===== src/rtl/ddr3_settings.sv =====
`default_nettype none
// ============================================================================
// Package  : ddr3_settings
// Brief    : Shared DDR3 command encodings, arbiter states and tREFI helper.
// Revision : 1.0
// ============================================================================
package ddr3_settings;

    // Commands are {ras_n, cas_n, we_n}
    localparam logic [2:0] c_cmd_noop = 3'b111;
    localparam logic [2:0] c_cmd_prec = 3'b010;
    localparam logic [2:0] c_cmd_refr = 3'b001;

    typedef enum logic [2:0] {
        ST_INIT = 3'd0,
        ST_IDLE = 3'd1,
        ST_SEQ  = 3'd2,
        ST_PREC = 3'd3,
        ST_REFR = 3'd4
    } arb_state_t;

    function automatic int trefi_cycles(input int freq_mhz, input int trefi_ns);
        return (freq_mhz * trefi_ns) / 1000;
    endfunction

endpackage
`default_nettype wire


===== src/rtl/ddr3_ref_timer.sv =====
`default_nettype none
// ============================================================================
// Module   : ddr3_ref_timer
// Brief    : tREFI interval timer with owed-refresh counter and overflow flag.
// Revision : 1.0
// ============================================================================
module ddr3_ref_timer
    import ddr3_settings::*;
#(
    parameter int DDR_FREQ_MHZ = 100,
    parameter int TREFI_NS     = 7800,
    parameter int MAX_POSTPONE = 8
) (
    input  logic       clock,
    input  logic       reset,
    input  logic       i_enable,
    input  logic       i_refr_xfer,
    output logic [3:0] o_ref_cnt,
    output logic       o_ref_err
);

    localparam int c_trefi_cyc = trefi_cycles(DDR_FREQ_MHZ, TREFI_NS);
    localparam int c_tmr_w     = $clog2(c_trefi_cyc + 1);
    localparam logic [c_tmr_w-1:0] c_tmr_last = c_tmr_w'(c_trefi_cyc - 1);
    localparam logic [c_tmr_w-1:0] c_tmr_one  = c_tmr_w'(1);
    localparam logic [3:0]         c_max_owed = 4'(MAX_POSTPONE);

    logic [c_tmr_w-1:0] r_tmr;
    logic [3:0]         r_ref_cnt;
    logic               r_ref_err;
    logic               w_tick;

    assign w_tick = i_enable && (r_tmr == c_tmr_last);

    always_ff @(posedge clock) begin
        if (reset || !i_enable || w_tick) begin
            r_tmr <= '0;
        end else begin
            r_tmr <= r_tmr + c_tmr_one;
        end
    end

    // A tick landing on the REFR transfer cancels out.
    always_ff @(posedge clock) begin
        if (reset) begin
            r_ref_cnt <= 4'd0;
            r_ref_err <= 1'b0;
        end else if (w_tick && !i_refr_xfer) begin
            if (r_ref_cnt >= c_max_owed) begin
                r_ref_err <= 1'b1;
            end else begin
                r_ref_cnt <= r_ref_cnt + 4'd1;
            end
        end else if (!w_tick && i_refr_xfer && (r_ref_cnt != 4'd0)) begin
            r_ref_cnt <= r_ref_cnt - 4'd1;
        end
    end

    assign o_ref_cnt = r_ref_cnt;
    assign o_ref_err = r_ref_err;

endmodule
`default_nettype wire


===== src/rtl/ddr3_cmd_arb.sv =====
`default_nettype none
// ============================================================================
// Module   : ddr3_cmd_arb
// Brief    : DDR3 command arbiter: configurator/FSM forwarding plus refresh.
// Revision : 1.0
// ============================================================================
module ddr3_cmd_arb
    import ddr3_settings::*;
#(
    parameter int DDR_FREQ_MHZ = 100,
    parameter int DDR_ROW_BITS = 13,
    parameter int TREFI_NS     = 7800,
    parameter int MAX_POSTPONE = 8,
    parameter int URGENT_LEVEL = 6
) (
    input  logic                    clock,
    input  logic                    reset,
    input  logic                    cfg_run_i,
    input  logic                    cfg_req_i,
    output logic                    cfg_rdy_o,
    input  logic [2:0]              cfg_cmd_i,
    input  logic [2:0]              cfg_ba_i,
    input  logic [DDR_ROW_BITS-1:0] cfg_adr_i,
    input  logic                    fsm_req_i,
    input  logic                    fsm_seq_i,
    output logic                    fsm_rdy_o,
    input  logic [2:0]              fsm_cmd_i,
    input  logic [2:0]              fsm_ba_i,
    input  logic [DDR_ROW_BITS-1:0] fsm_adr_i,
    output logic                    ref_pend_o,
    output logic                    ref_done_o,
    output logic [3:0]              ref_cnt_o,
    output logic                    ref_err_o,
    output logic                    ddl_req_o,
    output logic                    ddl_seq_o,
    input  logic                    ddl_rdy_i,
    output logic [2:0]              ddl_cmd_o,
    output logic [2:0]              ddl_ba_o,
    output logic [DDR_ROW_BITS-1:0] ddl_adr_o
);

    localparam logic [DDR_ROW_BITS-1:0] c_adr_a10 = DDR_ROW_BITS'(1 << 10);
    localparam logic [3:0]              c_urgent  = 4'(URGENT_LEVEL);

    arb_state_t r_state, w_state_nxt;

    logic                    r_ddl_req, r_ddl_seq, r_ref_done;
    logic [2:0]              r_ddl_cmd, r_ddl_ba;
    logic [DDR_ROW_BITS-1:0] r_ddl_adr;

    logic                    w_xfer, w_free, w_tmr_en;
    logic                    w_load, w_cfg_take, w_fsm_take, w_refr_xfer, w_seq;
    logic [2:0]              w_cmd, w_ba;
    logic [DDR_ROW_BITS-1:0] w_adr;
    logic [3:0]              w_ref_cnt;
    logic                    w_ref_err;

    // The output register may be reloaded on the same cycle it hands off.
    assign w_xfer   = r_ddl_req && ddl_rdy_i;
    assign w_free   = !r_ddl_req || w_xfer;
    assign w_tmr_en = (r_state != ST_INIT);

    ddr3_ref_timer #(
        .DDR_FREQ_MHZ (DDR_FREQ_MHZ),
        .TREFI_NS     (TREFI_NS),
        .MAX_POSTPONE (MAX_POSTPONE)
    ) u_ref_timer (
        .clock       (clock),
        .reset       (reset),
        .i_enable    (w_tmr_en),
        .i_refr_xfer (w_refr_xfer),
        .o_ref_cnt   (w_ref_cnt),
        .o_ref_err   (w_ref_err)
    );

    always_comb begin
        w_state_nxt = r_state;
        w_load      = 1'b0;
        w_cfg_take  = 1'b0;
        w_fsm_take  = 1'b0;
        w_refr_xfer = 1'b0;
        w_cmd       = c_cmd_noop;
        w_ba        = '0;
        w_adr       = '0;
        w_seq       = 1'b0;
        case (r_state)
            ST_INIT: begin
                if (w_free) begin
                    if (cfg_run_i) begin
                        w_state_nxt = ST_IDLE;
                    end else if (cfg_req_i) begin
                        w_cfg_take = 1'b1;
                    end
                end
            end
            ST_IDLE: begin
                if (w_free) begin
                    if ((w_ref_cnt != 4'd0) && (!fsm_req_i || (w_ref_cnt >= c_urgent))) begin
                        w_load      = 1'b1;
                        w_cmd       = c_cmd_prec;
                        w_adr       = c_adr_a10;
                        w_seq       = 1'b1;
                        w_state_nxt = ST_PREC;
                    end else if (fsm_req_i) begin
                        w_fsm_take  = 1'b1;
                        w_state_nxt = fsm_seq_i ? ST_SEQ : ST_IDLE;
                    end
                end
            end
            ST_SEQ: begin
                if (w_free && fsm_req_i) begin
                    w_fsm_take = 1'b1;
                    if (!fsm_seq_i) begin
                        w_state_nxt = ST_IDLE;
                    end
                end
            end
            ST_PREC: begin
                if (w_xfer) begin
                    w_load      = 1'b1;
                    w_cmd       = c_cmd_refr;
                    w_state_nxt = ST_REFR;
                end
            end
            ST_REFR: begin
                if (w_xfer) begin
                    w_refr_xfer = 1'b1;
                    w_state_nxt = ST_IDLE;
                end
            end
            default: w_state_nxt = ST_INIT;
        endcase

        if (w_cfg_take) begin
            w_load = 1'b1;
            w_cmd  = cfg_cmd_i;
            w_ba   = cfg_ba_i;
            w_adr  = cfg_adr_i;
        end
        if (w_fsm_take) begin
            w_load = 1'b1;
            w_cmd  = fsm_cmd_i;
            w_ba   = fsm_ba_i;
            w_adr  = fsm_adr_i;
            w_seq  = fsm_seq_i;
        end
    end

    always_ff @(posedge clock) begin
        if (reset) begin
            r_state    <= ST_INIT;
            r_ddl_req  <= 1'b0;
            r_ddl_seq  <= 1'b0;
            r_ddl_cmd  <= c_cmd_noop;
            r_ddl_ba   <= '0;
            r_ddl_adr  <= '0;
            r_ref_done <= 1'b0;
        end else begin
            r_state    <= w_state_nxt;
            r_ref_done <= w_refr_xfer;
            if (w_load) begin
                r_ddl_req <= 1'b1;
                r_ddl_seq <= w_seq;
                r_ddl_cmd <= w_cmd;
                r_ddl_ba  <= w_ba;
                r_ddl_adr <= w_adr;
            end else if (w_xfer) begin
                r_ddl_req <= 1'b0;
                r_ddl_seq <= 1'b0;
            end
        end
    end

    // Accept strobes are combinational so a requester can advance on the capture edge.
    assign cfg_rdy_o  = w_cfg_take && !reset;
    assign fsm_rdy_o  = w_fsm_take && !reset;
    assign ref_pend_o = (w_ref_cnt != 4'd0);
    assign ref_done_o = r_ref_done;
    assign ref_cnt_o  = w_ref_cnt;
    assign ref_err_o  = w_ref_err;
    assign ddl_req_o  = r_ddl_req;
    assign ddl_seq_o  = r_ddl_seq;
    assign ddl_cmd_o  = r_ddl_cmd;
    assign ddl_ba_o   = r_ddl_ba;
    assign ddl_adr_o  = r_ddl_adr;

endmodule
`default_nettype wire


===== config.mk =====
export PLATFORM = sky130hd
export DESIGN_NAME = ddr3_cmd_arb
export DESIGN_NICKNAME = d
export VERILOG_FILES = /design/src/rtl/ddr3_settings.sv /design/src/rtl/ddr3_ref_timer.sv /design/src/rtl/ddr3_cmd_arb.sv
export SDC_FILE = /design/constraint.sdc
export NUM_CORES = 1
export LEC_CHECK = 0
export BUFFER_PORTS_ARGS = -buffer_cell sky130_fd_sc_hd__clkbuf_2
export CAP_MARGIN = 10
export CORE_UTILIZATION = 49
export CTS_CLUSTER_SIZE = 40
export DETAILED_ROUTE_END_ITERATION = 7
export GPL_TIMING_DRIVEN = 1
export PLACE_DENSITY_LB_ADDON = 0.12
export SLEW_MARGIN = 20
export SYNTH_ARGS = -nofsm -noshare
export SYNTH_HDL_FRONTEND = slang
export SYNTH_SLANG_ARGS = --single-unit

===== constraint.sdc =====
create_clock -name clock -period 3.5 [get_ports clock]
set_clock_uncertainty 0.15 [all_clocks]
set_input_delay 0.525 -clock clock [delete_from_list [all_inputs] [get_ports clock]]
set_output_delay 0.525 -clock clock [all_outputs]
set_load 0.05 [all_outputs]

* Yosys cells after proc, flatten, opt, wreduce, memory -nomap -nowiden
Index checks and enable logic that the tools add are counted.
** Word-level totals
- Flip-flop bits (word level) :: 40
- Input bits :: 45
- Output and inout bits :: 30
- Logic and storage cells :: 104
** Operators by class
- Add/subtract/negate cells :: 3
- $lt $le $gt $ge :: 2
- Equal/unequal tests :: 14
- Muxes and demuxes :: 48
- Reduce and logical (&&, ||, !) cells :: 27
** Operators by type and width (count)
- 2-to-1 mux 3 bit :: 16
- 2-to-1 mux 11 bit :: 3
- 2-to-1 mux 13 bit :: 2
- 2-to-1 mux 1 bit :: 19
- inequality test 2 bit (second input constant) :: 8
- one-hot mux 3 bit (5 select lines) :: 1
- 2-to-1 mux 4 bit :: 3
- adder 10 x 1 -> 10 bit (second input constant) :: 1
- equality test 10 bit (second input constant) :: 1
- logical AND 1 bit :: 9
- AND reduction 8 bit :: 1
- equality test 3 x 2 -> 1 bit (second input constant) :: 2
- zero test 1 bit :: 6
- one-hot mux 3 bit (2 select lines) :: 1
- adder 4 x 1 -> 4 bit (second input constant) :: 1
- greater-or-equal comparator 4 x 3 -> 1 bit (second input constant) :: 1
- greater-or-equal comparator 4 bit (second input constant) :: 1
- logical OR 1 bit :: 4
- one-hot mux 1 bit (2 select lines) :: 2
- AND reduction 2 bit :: 2
- nonzero test 2 bit :: 2
- nonzero test 4 bit :: 1
- subtractor 4 x 1 -> 4 bit (second input constant) :: 1
- equality test 3 x 1 -> 1 bit (second input constant) :: 1
- 5 further kinds :: 5

* Logic depth before layout (Yosys ltp)
Gate-level depths: netlist of run 1.
- Word-level depth :: 9
- Gate-level depth with buffers :: 11
- Mapped depth without buffers :: 11

* Hierarchy
From an unflattened synthesis of run 1, not the netlist that was laid out.
** Unflattened totals
- Cell total of the unflattened synthesis :: 288
- Area total of the unflattened synthesis :: 2596.2 um^2
** Modules (own cells, without submodules)
- ddr3_cmd_arb :: times used 1, cells each 205, area each 1824.2 um^2
- ddr3_ref_timer :: times used 1, cells each 83, area each 772.0 um^2

* Least setup slack after synthesis of run 1
No wires, ideal clock.
- Path kind :: register -> output
- Start point :: register u_ref_timer.r_ref_cnt[0] (netlist: u_ref_timer.o_ref_cnt[0])
- End point :: output fsm_rdy_o
- Data arrival time :: 2.084 ns
- Setup slack :: 0.741 ns
- Stages on the path, launching flop included :: 7
- Cell sequence :: dfxtp_1 -> nor3_1 -> o21bai_1 -> o21ai_0 -> buf_2 -> buf_2 -> and2_1
** Between the ends
- Word-level cells in the longest chain between the ends :: 7
- Elaborated cells between the ends (all ways) :: 8
** Ends and longest elaborated chain
- start, declared :: line ddr3_ref_timer.sv:29 : logic [3:0] r_ref_cnt;
- start signal, assigned :: line ddr3_ref_timer.sv:52 : r_ref_cnt <= r_ref_cnt + 4'd1;
- start signal, assigned :: line ddr3_ref_timer.sv:55 : r_ref_cnt <= r_ref_cnt - 4'd1;
- greater-or-equal comparator 4 x 3 -> 1 bit :: line ddr3_cmd_arb.sv:98 : if ((w_ref_cnt != 4'd0) && (!fsm_req_i || (w_ref_cnt >= c_urgent))) begin
- logical OR 1 bit :: line ddr3_cmd_arb.sv:98
- logical AND 1 bit * :: line ddr3_cmd_arb.sv:98
- 2-to-1 mux 1 bit * :: line ddr3_cmd_arb.sv:98
- 2-to-1 mux 1 bit * :: line ddr3_cmd_arb.sv:97 : if (w_free) begin
- one-hot mux 1 bit (2 select lines) * :: line ddr3_cmd_arb.sv:86 : case (r_state)
- logical AND 1 bit * :: line ddr3_cmd_arb.sv:176 : assign fsm_rdy_o = w_fsm_take && !reset;
- end, declared :: line ddr3_cmd_arb.sv:26 : output logic fsm_rdy_o,
Mark *: on every way between the ends. The rest lies on a longest branch, timed or not.

* Worst setup path after layout of run 1
- Start point :: register u_ref_timer.r_tmr[2]
- End point :: register u_ref_timer.r_ref_cnt[3] (netlist: u_ref_timer.o_ref_cnt[3])
** Between the ends
- Word-level cells in the longest chain between the ends :: 7
- Elaborated cells between the ends (all ways) :: 10
** Ends and longest elaborated chain
- start, declared :: line ddr3_ref_timer.sv:28 : logic [c_tmr_w-1:0] r_tmr;
- start signal, assigned :: line ddr3_ref_timer.sv:39 : r_tmr <= r_tmr + c_tmr_one;
- equality test 10 bit * :: line ddr3_ref_timer.sv:33 : assign w_tick = i_enable && (r_tmr == c_tmr_last);
- logical AND 1 bit * :: line ddr3_ref_timer.sv:33
- zero test 1 bit :: line ddr3_ref_timer.sv:54 : end else if (!w_tick && i_refr_xfer && (r_ref_cnt != 4'd0)) begin
- logical AND 1 bit (2 in a row) :: line ddr3_ref_timer.sv:54
- nonzero test 2 bit (no source line)
- AND reduction 2 bit (no source line)
Marked as above.
A chain may end at the register's enable or synchronous reset.

==> summary.md, run 1 <==
| Metric | Value |
|---|---|
| Run status | `completed` |
| Vias in the first global route | `between 1500 and 2000` |
| Distinct cells, synth | `a little under 50` |
| Clock-pin slew on the worst setup and hold paths | `70 ps` |
| Initial drt markers | `81` |
| Max-slew violations | `0` |
| CTS buffer count | `5` |
| Critical Path Start Type | `flop` |
| Sequential fraction of the synthesis area | `between 30% and 40%` |
| Maximum vdd drop | `0.292 mV` |
| Multi-input gate area | `0.00117 sq mm` |
| Mapped Cells | `roughly 260` |
| Async set-reset flop share out of synthesis | `0%` |
| Post-synth top area share | `about two fifths` |
| Num Clock Sinks | `40` |
| Relative slew margins | `52.2%` |
| Final ANT Viol Nets | `0` |
| Antenna Cells | `0` |
| Cts hold-fix bufs | `0` |
| P per Cell Area | `between 600 and 700 mW/mm^2` |
| Syn Area/Cell | `8.19 sq um` |
| Num ports | `75` |
| Final min period | `2810 ps` |
| Root Driver | `clkbuf_8` |
| Hpwl dp | `3520 microns` |
| Cell taking the most area after synthesis | `dfxtp_1` |
| CTS tree | `built` |
| Placed insts | `365` |
| Die height | `67.3 microns` |
| Total power | `roughly 1.6 mW` |
| Element type at the critical path end | `flop` |
| Tcrit/Tclk final | `slightly above 80%` |
| Non-filler instance count after layout | `approximately 370` |
| WL met2 | `2310 microns` |
| GPL Wtd Cong | `0.858` |
| Hold Vio Cnt, Final | `0` |
| Unrepaired setup endpoints after global routing | `no` |
| Via density | `5.40` |
| Final WL | `4960 microns` |
| Worst EP arrival | `2880 ps` |
| Max Used Layer | `met4` |
| Compound-Gate Fraction of Synth Area | `22.3%` |
| Hold WS | `314 ps` |
| Pleak | `1.17 nW` |
| Worst hold-check path type | `reg2reg` |
| Crit Path Category | `reg2reg` |
| Wl on met1 | `2370 microns` |
| EDFF count, synth | `0` |
| Clock latency on the worst-skew pair | `280 ps` |
| Max clock buf depth | `2` |
| GRT Total Usage | `around 23%` |
| Overflow after GRT | `0` |
| Critical path fanouts, max | `5` |
| Vias post-DR | `2016` |
| Met3 wire length | `238 microns` |
| Drt first pass iters | `4` |
| Share of cells above drive strength 1 | `27.9%` |
| Synth top area cells | `dfxtp_1 (38%), nand2_1 (6.6%), o31ai_1 (5.4%)` |
| FF/Latch Area | `approximately 800 sq um` |
| Synth Area in Adders | `2.75%` |
| Main synth FF type | `dfxtp_1` |
| Wire per inst | `13.3 microns` |
| Initial Utilization | `between 50% and 60%` |
| Max Cap Violations | `0` |
| Port bufs | `74` |
| Largest family of logic cells by synthesized area | `simple AND/OR/NAND/NOR gates` |
| Pin count of the biggest net entering global routing | `21` |
| Core ar. | `0.00406 sq mm` |
| XOR/XNOR Fraction of Synth Area | `~4.6%` |
| Final layout net count | `about 370` |
| Multiplexer area fraction after synthesis | `roughly 2.4%` |
| FP Rows | `23` |
| Yosys warning count | `0` |
| Synth Cell Area | `0.00209 sq mm` |
| H-tree levels | `2` |
| #FFs+latches synth | `40` |
| Postcts setup bufs | `0` |
| Setup TNS | `0 ps` |
| Area Overhead vs Synth | `23.8%` |
| Post_cts resized | `0` |
| Synth Net Count | `304` |
| Worst path required time | `3560 ps` |
| Final routed DRC violation total | `0` |
| Fillers | `roughly 390` |
| Die Wd | `67.3 microns` |
| FMAX | `between 300 and 400 MHz` |
| Antenna violations before repair | `0` |
| Die area | `0.00453 sq mm` |
| Final count of negative-setup-slack endpoints | `0` |
| Synth Area in Simple Gates | `24.0%` |
| First-pass GRT wire length | `between 7000 and 8000 microns` |
| Worst-Margin Slew | `716 ps` |
synth_stat cells, types with 6 or more instances:
master	count
inv_1	9
o21ai_0	6
a21oi_1	10
o31ai_1	15
xnor2_1	6
buf_2	10
dfxtp_1	40
and3_1	6
clkbuf_1	6
nor2_1	26
a31oi_1	16
nand2_1	37
through the flow:
stage / util (%) / worst slack [ps] / cell area [sq um]
final: 63.8 / 685 / 2590
after global placement: 60.7 / 771 / 2460
after CTS: 63.8 / 675 / 2590
after global routing: 63.8 / 446 / 2590
after detailed placement: 60.7 / 717 / 2460
after floorplan: - / 741 / 2090
power by group:
part / switching [mW] / total [mW] / internal (mW)
clock: 0.151 / 0.402 / 0.251
combinational: 0.446 / 0.625 / 0.179
sequential: 0.0617 / 0.590 / 0.528
total: 0.658 / 1.62 / 0.959
sequential cells by signal, summed over array words and instances, names as in the netlist:
name                   cells
ddl_adr_o                 13
ref_done_o                 1
u_ref_timer.o_ref_err      1
u_ref_timer.r_tmr         10
ddl_cmd_o                  3
r_state                    3
u_ref_timer.o_ref_cnt      4
ddl_ba_o                   3
ddl_req_o                  1
ddl_seq_o                  1
layout make-up:
class	count	share of cell area, %
multi-input cells	189	45.3
flip-flops and latches	40	30.9
repair buffers	77	15.2
clock buffers	7	3.72
well taps	50	2.42
inverters	9	1.31
clock inverters	1	1.16
final timing paths:
path,startpoint,to,slack (ps),cells past startpoint
worst min-delay path,u_ref_timer.r_tmr[0],u_ref_timer.r_tmr[0],310,1
worst max register to register,u_ref_timer.r_tmr[2],u_ref_timer.o_ref_cnt[3],690,10
worst max-delay path,u_ref_timer.r_tmr[2],u_ref_timer.o_ref_cnt[3],690,10
worst min register to register,u_ref_timer.r_tmr[0],u_ref_timer.r_tmr[0],310,1
critical path, cell delays in order, from the launching register on:
cell	delay [ps]
dfxtp_1	360
or4b_1	580
nor4_4	350
and2_1	220
inv_1	90
ha_1	270
a21o_1	170
a21o_1	180
nor3_1	130
mux2i_1	90
a21oi_1	140
logic make-up after synthesis:
group / Yosys count
AND/OR/NAND/NOR: 101
AO/OA/AOI/OAI: 68
flip-flops: 40
buffers and inverters: 26
XOR/XNOR: 11
multiplexers: 5
adder cells (fa/ha/maj): 4
routing by layer:
metal	vias to the layer above	GRT usage, %
li1	1042	-
met1	915	27.8
met2	54	39.3
met3	5	4.90
met4	0	8.51
met5	-	0
layout by cell type (no fill, tap or decap), types with 2 or more instances in the layout:
cell type | synthesis | layout
clkbuf_8 | 0 | 7
ha_1 | 3 | 3
o21a_1 | 2 | 2
nand2b_1 | 3 | 3
xor2_1 | 5 | 5
mux2i_1 | 5 | 5
o311ai_0 | 2 | 2
a21oi_1 | 10 | 10
xnor2_1 | 6 | 6
dfxtp_1 | 40 | 40
o31ai_1 | 15 | 15
a211o_1 | 2 | 2
a21o_1 | 3 | 3
inv_1 | 9 | 9
a221oi_1 | 2 | 2
nor2_1 | 26 | 26
clkbuf_2 | 0 | 74
buf_4 | 0 | 3
or3_1 | 2 | 2
a31oi_1 | 16 | 16
nor3_1 | 3 | 3
o21ai_0 | 6 | 5
a221o_1 | 2 | 2
o21ai_1 | 1 | 2
and2_1 | 5 | 5
nor2b_1 | 2 | 2
nand3_1 | 5 | 5
and3_1 | 6 | 6
nand2_1 | 37 | 37
Note: power is estimated with default switching activity, not from simulation.
==> run 2: changes to the inputs <==
- clock period: 3.5 -> 2.7 ns (I/O delays scaled with it)
==> run 2 against run 1 <==
Combinational power up 37%. Sequential share of layout area down 0.80 points. Sequential power up 27%. Design area up 2.8%. Die area unchanged. Register-to-register slack worse by 620 ps. Wire length up 5.2%. Maximum frequency up 6.9%. Total power up 28%. Largest power group unchanged.
==> summary.md, run 2 (synthesis gave the netlist of run 1 again) <==
| Metric | Value |
|---|---|
| CTS buffer count | `5` |
| Power Internal | `1.22 mW` |
| Initial drt markers | `between 100 and 150` |
| R2r endpoint | `u_ref_timer.o_ref_cnt[3]` |
| CTS tree | `built` |
| Non-filler instance count after layout | `between 300 and 400` |
| R2r startpoint | `u_ref_timer.r_tmr[5]` |
| Setup TNS | `0 ps` |
| Core ar. | `0.00406 sq mm` |
| GRT Total Usage | `23.5%` |
| Crit-path slowest cell | `or3b_2` |
| Fillers | `approximately 380` |
| Total power | `2.08 mW` |
| R2r setup slk | `70 ps` |
| Final min period | `2630 ps` |
| Max stage delay on crit path | `~510 ps` |
| P per Cell Area | `781 mW/mm^2` |
| Switch share | `41.5%` |
| Initial Utilization | `51.5%` |
| Hpwl dp | `3840 microns` |
| FMAX | `380 MHz` |
| Critical Path Most Common Cell | `a21o_1` |
| Final ANT Viol Nets | `0` |
| Drt first pass iters | `4` |
| Via density | `5.47` |
| Num Clock Sinks | `40` |
| Element type at the critical path end | `flop` |
| Combinational cell fraction of total power | `41.3%` |
| Max-slew violations | `0` |
| Most frequent cells in the layout | `clkbuf_2 (74), dfxtp_1 (39), nand2_1 (37)` |
| Run status | `completed` |
| Die area | `0.00453 sq mm` |
| Clock latency on the worst-skew pair | `between 200 and 300 ps` |
| Worst EP arrival | `around 2700 ps` |
| Max clock buf depth | `2` |
| Cts hold-fix bufs | `0` |
| Crit Path Category | `reg2reg` |
| Critical Path Start Type | `flop` |
| Vias in the first global route | `1901` |
| Critical path fanouts, max | `4` |
| Port bufs | `74` |
| Hold Vio Cnt, Final | `0` |
| Postcts setup bufs | `0` |
| Sequential power share | `36.0%` |
| FP Rows | `23` |
| Pleak | `roughly 1.2 nW` |
| Psw | `861 uW` |
| Cell count of the worst reg-to-reg path | `10` |
| Maximum vdd drop | `0.418 mV` |
| Unrepaired setup endpoints after global routing | `yes` |
| Num ports | `75` |
| Root Driver | `clkbuf_8` |
| Worst hold-check path type | `in2reg` |
| H-tree levels | `2` |
| Pin count of the biggest net entering global routing | `21` |
| Relative slew margins | `57.7%` |
| GPL Wtd Cong | `0.947` |
| Final count of negative-setup-slack endpoints | `0` |
| Vias post-DR | `approximately 2100` |
| Final routed DRC violation total | `0` |
| Final layout net count | `382` |
| Overflow after GRT | `0` |
| Die Wd | `67.3 microns` |
| Worst path required time | `between 2000 and 3000 ps` |
| Placed insts | `376` |
| Antenna violations before repair | `0` |
| Area Overhead vs Synth | `27.3%` |
| Worst-Margin Slew | `634 ps` |
| Worst Setup SP | `u_ref_timer.r_tmr[5]` |
| First-pass GRT wire length | `8160 microns` |
| Final WL | `5220 microns` |
| Max Cap Violations | `0` |
| Wire per inst | `13.6 microns` |
| Clk pwr share | `~23%` |
| Most common cell after layout, fill and taps aside | `clkbuf_2` |
| Critical Path, Cell by Cell | `or3b_2, nor4_4, and2_4, inv_1, ha_1, a21o_1, a21o_1, nor3_1, mux2i_1, a21oi_1` |
| Tcrit/Tclk final | `between 90% and 100%` |
| CP Capture Point | `u_ref_timer.o_ref_cnt[3]` |
| Clock-pin slew on the worst setup and hold paths | `about 80 ps` |
| Antenna Cells | `0` |
| Largest register FFs | `13` |
| Die height | `67.3 microns` |
| Hold WS | `191 ps` |
| Share of cells above drive strength 1 | `30.8%` |
-- run 2: through the flow --
step	cell area, sq um	setup slack, ps	util, %
3_5_place_dp	2540	22.5	62.7
2_1_floorplan	2090	55.5	-
3_3_place_gp	2540	76.7	62.7
5_1_grt	2660	-56.4	65.6
6_report	2660	67.7	65.6
4_1_cts	2650	15.7	65.4
-- run 2: repair_timing --
item | 4_1_cts | 5_1_grt
gates cloned | 0 | 0
gates resized for setup | 1 | 2
pin swaps | 0 | 1
setup endpoints to repair | 1 | 2
-- run 2: final cells by class --
| class | instances | area, sq um | share of cell area (%) |
|---|---|---|---|
| timing repair buffer | 88 | 475 | 17.9 |
| tap | 50 | 62.6 | 2.35 |
| clock buffer | 6 | 72.6 | 2.73 |
| sequential | 40 | 802 | 30.2 |
| multi-input combinational | 189 | 1180 | 44.3 |
| clock inverter | 2 | 35.0 | 1.32 |
| inverter | 9 | 33.8 | 1.27 |
-- run 2: power groups by stage --
stage | clock [mW] | combinational, mW | sequential [mW]
final | 0.473 | 0.858 | 0.748
after global routing | 0.507 | 0.921 | 0.760
after CTS | 0.488 | 0.855 | 0.745
after detailed placement | 0 | 0.852 | 0.760
after global placement | 0 | 0.848 | 0.755
after floorplan | 0 | 0.381 | 1.03
-- run 2: per-layer routing --
metal | up-vias | wire length (microns) | track usage (%)
li1 | 1065 | - | -
met2 | 58 | 2590 | 42.4
met5 | - | 0 | 0
met4 | 0 | 61 | 9.04
met3 | 8 | 277 | 4.73
met1 | 968 | 2300 | 26.8
-- run 2: worst max-delay path, delay by kind of cell, from the launching register on --
kind,cells,cell delay [ps]
AND/OR/NAND/NOR,4,1140
buffers and inverters,1,80
flip-flops,1,340
AO/OA/AOI/OAI,3,500
adder cells (fa/ha/maj),1,270
multiplexers,1,90
-- run 2: how the worst min path moves through the flow --
stage                                    start  cells past startpoint                   end  slack (ps)
after floorplan           u_ref_timer.r_tmr[0]                      1  u_ref_timer.r_tmr[0]         280
after global placement    u_ref_timer.r_tmr[0]                      1  u_ref_timer.r_tmr[0]         290
after detailed placement  u_ref_timer.r_tmr[0]                      1  u_ref_timer.r_tmr[0]         300
after CTS                         fsm_cmd_i[0]                      2          ddl_cmd_o[0]         190
after global routing              fsm_adr_i[0]                      3          ddl_adr_o[0]         200
final                             fsm_cmd_i[0]                      2          ddl_cmd_o[0]         190
==> run 3: changes to the inputs <==
- ABC_AREA: not set -> 1
- CORE_MARGIN: not set -> 2
- CORE_UTILIZATION: 49 -> 50
==> run 3 against run 2 <==
Sequential power is 8.6% lower. Area after synthesis is 1.7% higher. Hold slack better by 4.3 ps. Count of clock-buffer cells in the layout stayed put. Largest power group is now sequential cells. Combinational power is 35% lower. Cell count is 12% higher.
==> summary.md, run 3 <==
| Metric | Value |
|---|---|
| Critical Path Most Common Cell | `nand2_1` |
| Clock latency on the worst-skew pair | `290 ps` |
| Antenna violations before repair | `0` |
| Share of cells above drive strength 1 | `28.3%` |
| R2r setup slk | `330 ps` |
| Wire per inst | `10.7 microns` |
| Core ar. | `0.00406 sq mm` |
| Element type at the critical path end | `flop` |
| Hold path depth | `3` |
| Worst setup margin | `about 330 ps` |
| Synth Cell Area | `between 0.002 and 0.0025 sq mm` |
| Main synth FF type | `dfxtp_1` |
| Maximum vdd drop | `between 0.3 and 0.4 mV` |
| Final ANT Viol Nets | `0` |
| Worst EP arrival | `2420 ps` |
| #FFs+latches synth | `40` |
| FP Rows | `23` |
| Hold WS | `195 ps` |
| FMAX | `422 MHz` |
| Die area | `0.00479 sq mm` |
| Syn Area/Cell | `6.95 sq um` |
| GPL Wtd Cong | `0.875` |
| Final layout net count | `around 430` |
| Relative slew margins | `67.9%` |
| Initial Utilization | `~52%` |
| Async set-reset flop share out of synthesis | `0%` |
| Cell area after layout | `0.00259 sq mm` |
| Synth top cells by count | `nand2_1 (75), dfxtp_1 (40), nor2_1 (39)` |
| Post-place instance area | `0.00250 sq mm` |
| CTS tree | `built` |
| Delay-heaviest family, CP | `simple AND/OR/NAND/NOR gates` |
| H-tree levels | `2` |
| Max Used Layer | `met4` |
| Hold Vio Cnt, Final | `0` |
| Fillers | `384` |
| Die height | `69.2 microns` |
| Critical Path, Cell by Cell | `ha_1, inv_1, nor2_1, nand2_1, inv_1, nand3_1, ha_1, nand2_1, nand2_1, nor2_1, inv_1, nand2_1, nand2_1, inv_1, nand3_1, nand2_1, nor2_1` |
| Worst Setup SP | `u_ref_timer.r_tmr[0]` |
| Tcrit/Tclk final | `87.9%` |
| Most frequent cells in the layout | `nand2_1 (75), clkbuf_2 (74), dfxtp_1 (40)` |
| Critical Path Start Type | `flop` |
| Antenna Cells | `0` |
| Worst hold-check path type | `in2reg` |
| CTS buffer count | `5` |
| Crit Path Category | `reg2reg` |
| Largest register FFs | `13` |
| R2r endpoint | `u_ref_timer.o_ref_cnt[3]` |
| Total power | `1.65 mW` |
| Num Clock Sinks | `40` |
| Wl on met1 | `2120 microns` |
| Postcts setup bufs | `0` |
| Num ports | `75` |
| Sequential fraction of the synthesis area | `37.7%` |
| Distinct cells, synth | `32` |
| Run status | `completed` |
| Final count of negative-setup-slack endpoints | `0` |
| Pin count of the biggest net entering global routing | `22` |
| Vias in the first global route | `1813` |
| Area Overhead vs Synth | `21.9%` |
| Max-slew violations | `0` |
| First-pass GRT wire length | `7800 microns` |
| DP Worst Slack | `367 ps` |
| Initial drt markers | `78` |
| Hold path endpoint | `ddl_cmd_o[0]` |
| Mapped Cells | `around 310` |
| Synth Net Count | `355` |
| Root Driver | `clkbuf_8` |
| Most numerous cell in the Yosys netlist | `nand2_1` |
| Overflow after GRT | `0` |
| Final core utilization | `63.9%` |
| Yosys warning count | `0` |
| Drt first pass iters | `4` |
| Crit-path slowest cell | `ha_1` |
| Clock-pin slew on the worst setup and hold paths | `80 ps` |
| Via density | `about 4.8` |
| Cts hold-fix bufs | `0` |
| Post-synth top area share | `37.7%` |
| Post_cts resized | `0` |
| Final min period | `2370 ps` |
| Max stage delay on crit path | `between 300 and 400 ps` |
| Vias post-DR | `2090` |
| Pleak | `between 1 and 1.5 nW` |
| Non-filler instance count after layout | `431` |
| Cell count of the worst reg-to-reg path | `17` |
| Die Wd | `a little under 70 microns` |
| Synth top area cells | `dfxtp_1 (38%), nand2_1 (13%), nor2_1 (6.9%)` |
| Max clock buf depth | `2` |
| Min-delay src | `fsm_cmd_i[0]` |
| Worst path required time | `2740 ps` |
| Met3 wire length | `343 microns` |
| Worst path bufs/invs | `4` |
| Cell taking the most area after synthesis | `dfxtp_1` |
| Final routed DRC violation total | `0` |
| R2r startpoint | `u_ref_timer.r_tmr[0]` |
| Setup TNS | `0 ps` |
| Placed insts | `~420` |
| EDFF count, synth | `0` |
| Unrepaired setup endpoints after global routing | `no` |
| Final WL | `approximately 4600 microns` |
| Hpwl dp | `3540 microns` |
| Port bufs | `74` |
| P per Cell Area | `637 mW/mm^2` |
| Most common cell after layout, fill and taps aside | `nand2_1` |
| Max Cap Violations | `0` |
| GRT Total Usage | `19.5%` |
| Worst-Margin Slew | `481 ps` |
| WL met2 | `approximately 2100 microns` |
| Critical path fanouts, max | `5` |
==> run 3: changes by cell type in the layout (fill, tap and decap cells not counted), sizes merged, moves of 5 or more <==
| cell | change |
|---|---|
| inv | +30 |
| xnor2 | -6 |
| mux2i | -5 |
| and3 | -6 |
| and2 | -5 |
| nor2 | +19 |
| a21boi | +14 |
| nand3 | +16 |
| a31oi | -16 |
| a21oi | +20 |
| o31ai | -15 |
| nand2 | +42 |
| buf | -12 |
==> run 3: layout make-up <==
type / count / area, sq um / share of cell area, %
clock buffers: 6 / 82.6 / 3.19
clock inverters: 2 / 10.0 / 0.386
inverters: 40 / 150 / 5.79
multi-input cells: 217 / 1100 / 42.4
flip-flops and latches: 40 / 801 / 30.9
well taps: 50 / 62.6 / 2.41
repair buffers: 76 / 385 / 14.9
==> run 3: how the worst max path moves through the flow <==
stage | to | cells past startpoint
after floorplan | cfg_rdy_o | 7
after global placement | u_ref_timer.o_ref_cnt[3] | 16
after detailed placement | u_ref_timer.o_ref_cnt[3] | 16
after CTS | u_ref_timer.o_ref_cnt[3] | 17
after global routing | u_ref_timer.o_ref_cnt[3] | 17
final | u_ref_timer.o_ref_cnt[3] | 17
==> run 3: per-layer routing <==
| metal | global-route usage [%] | vias to the layer above |
|---|---|---|
| met2 | 32.2 | 73 |
| li1 | - | 1123 |
| met4 | 5.23 | 0 |
| met5 | 0 | - |
| met1 | 24.8 | 888 |
| met3 | 5.96 | 6 |
==> run 3: power breakdown <==
group          switching [mW]  internal (mW)  total, mW  leakage, nW
clock network           0.207          0.204      0.411       0.0510
logic                   0.401          0.155      0.556        0.860
registers              0.0353          0.649      0.684        0.326
total                   0.643           1.01       1.65         1.24
==> run 3: cells by family (layout without fill, tap and decap cells) <==
logic type                 count (synthesis)  count (layout)  share of synthesized area [%]
buffers and inverters                     49             124                           10.6
DFF                                       40              40                           37.7
adders and majority gates                  4               4                           2.71
and+or+nand+nor                          156             156                           32.1
xor gates and xnor gates                   1               1                          0.412
AOI/OAI and AO/OA                         56              56                           16.5
==> run 3: worst min-delay path, stage by stage <==
cell and delay, ps:
clkbuf_2 70, a21oi_1 50, nand3_1 70
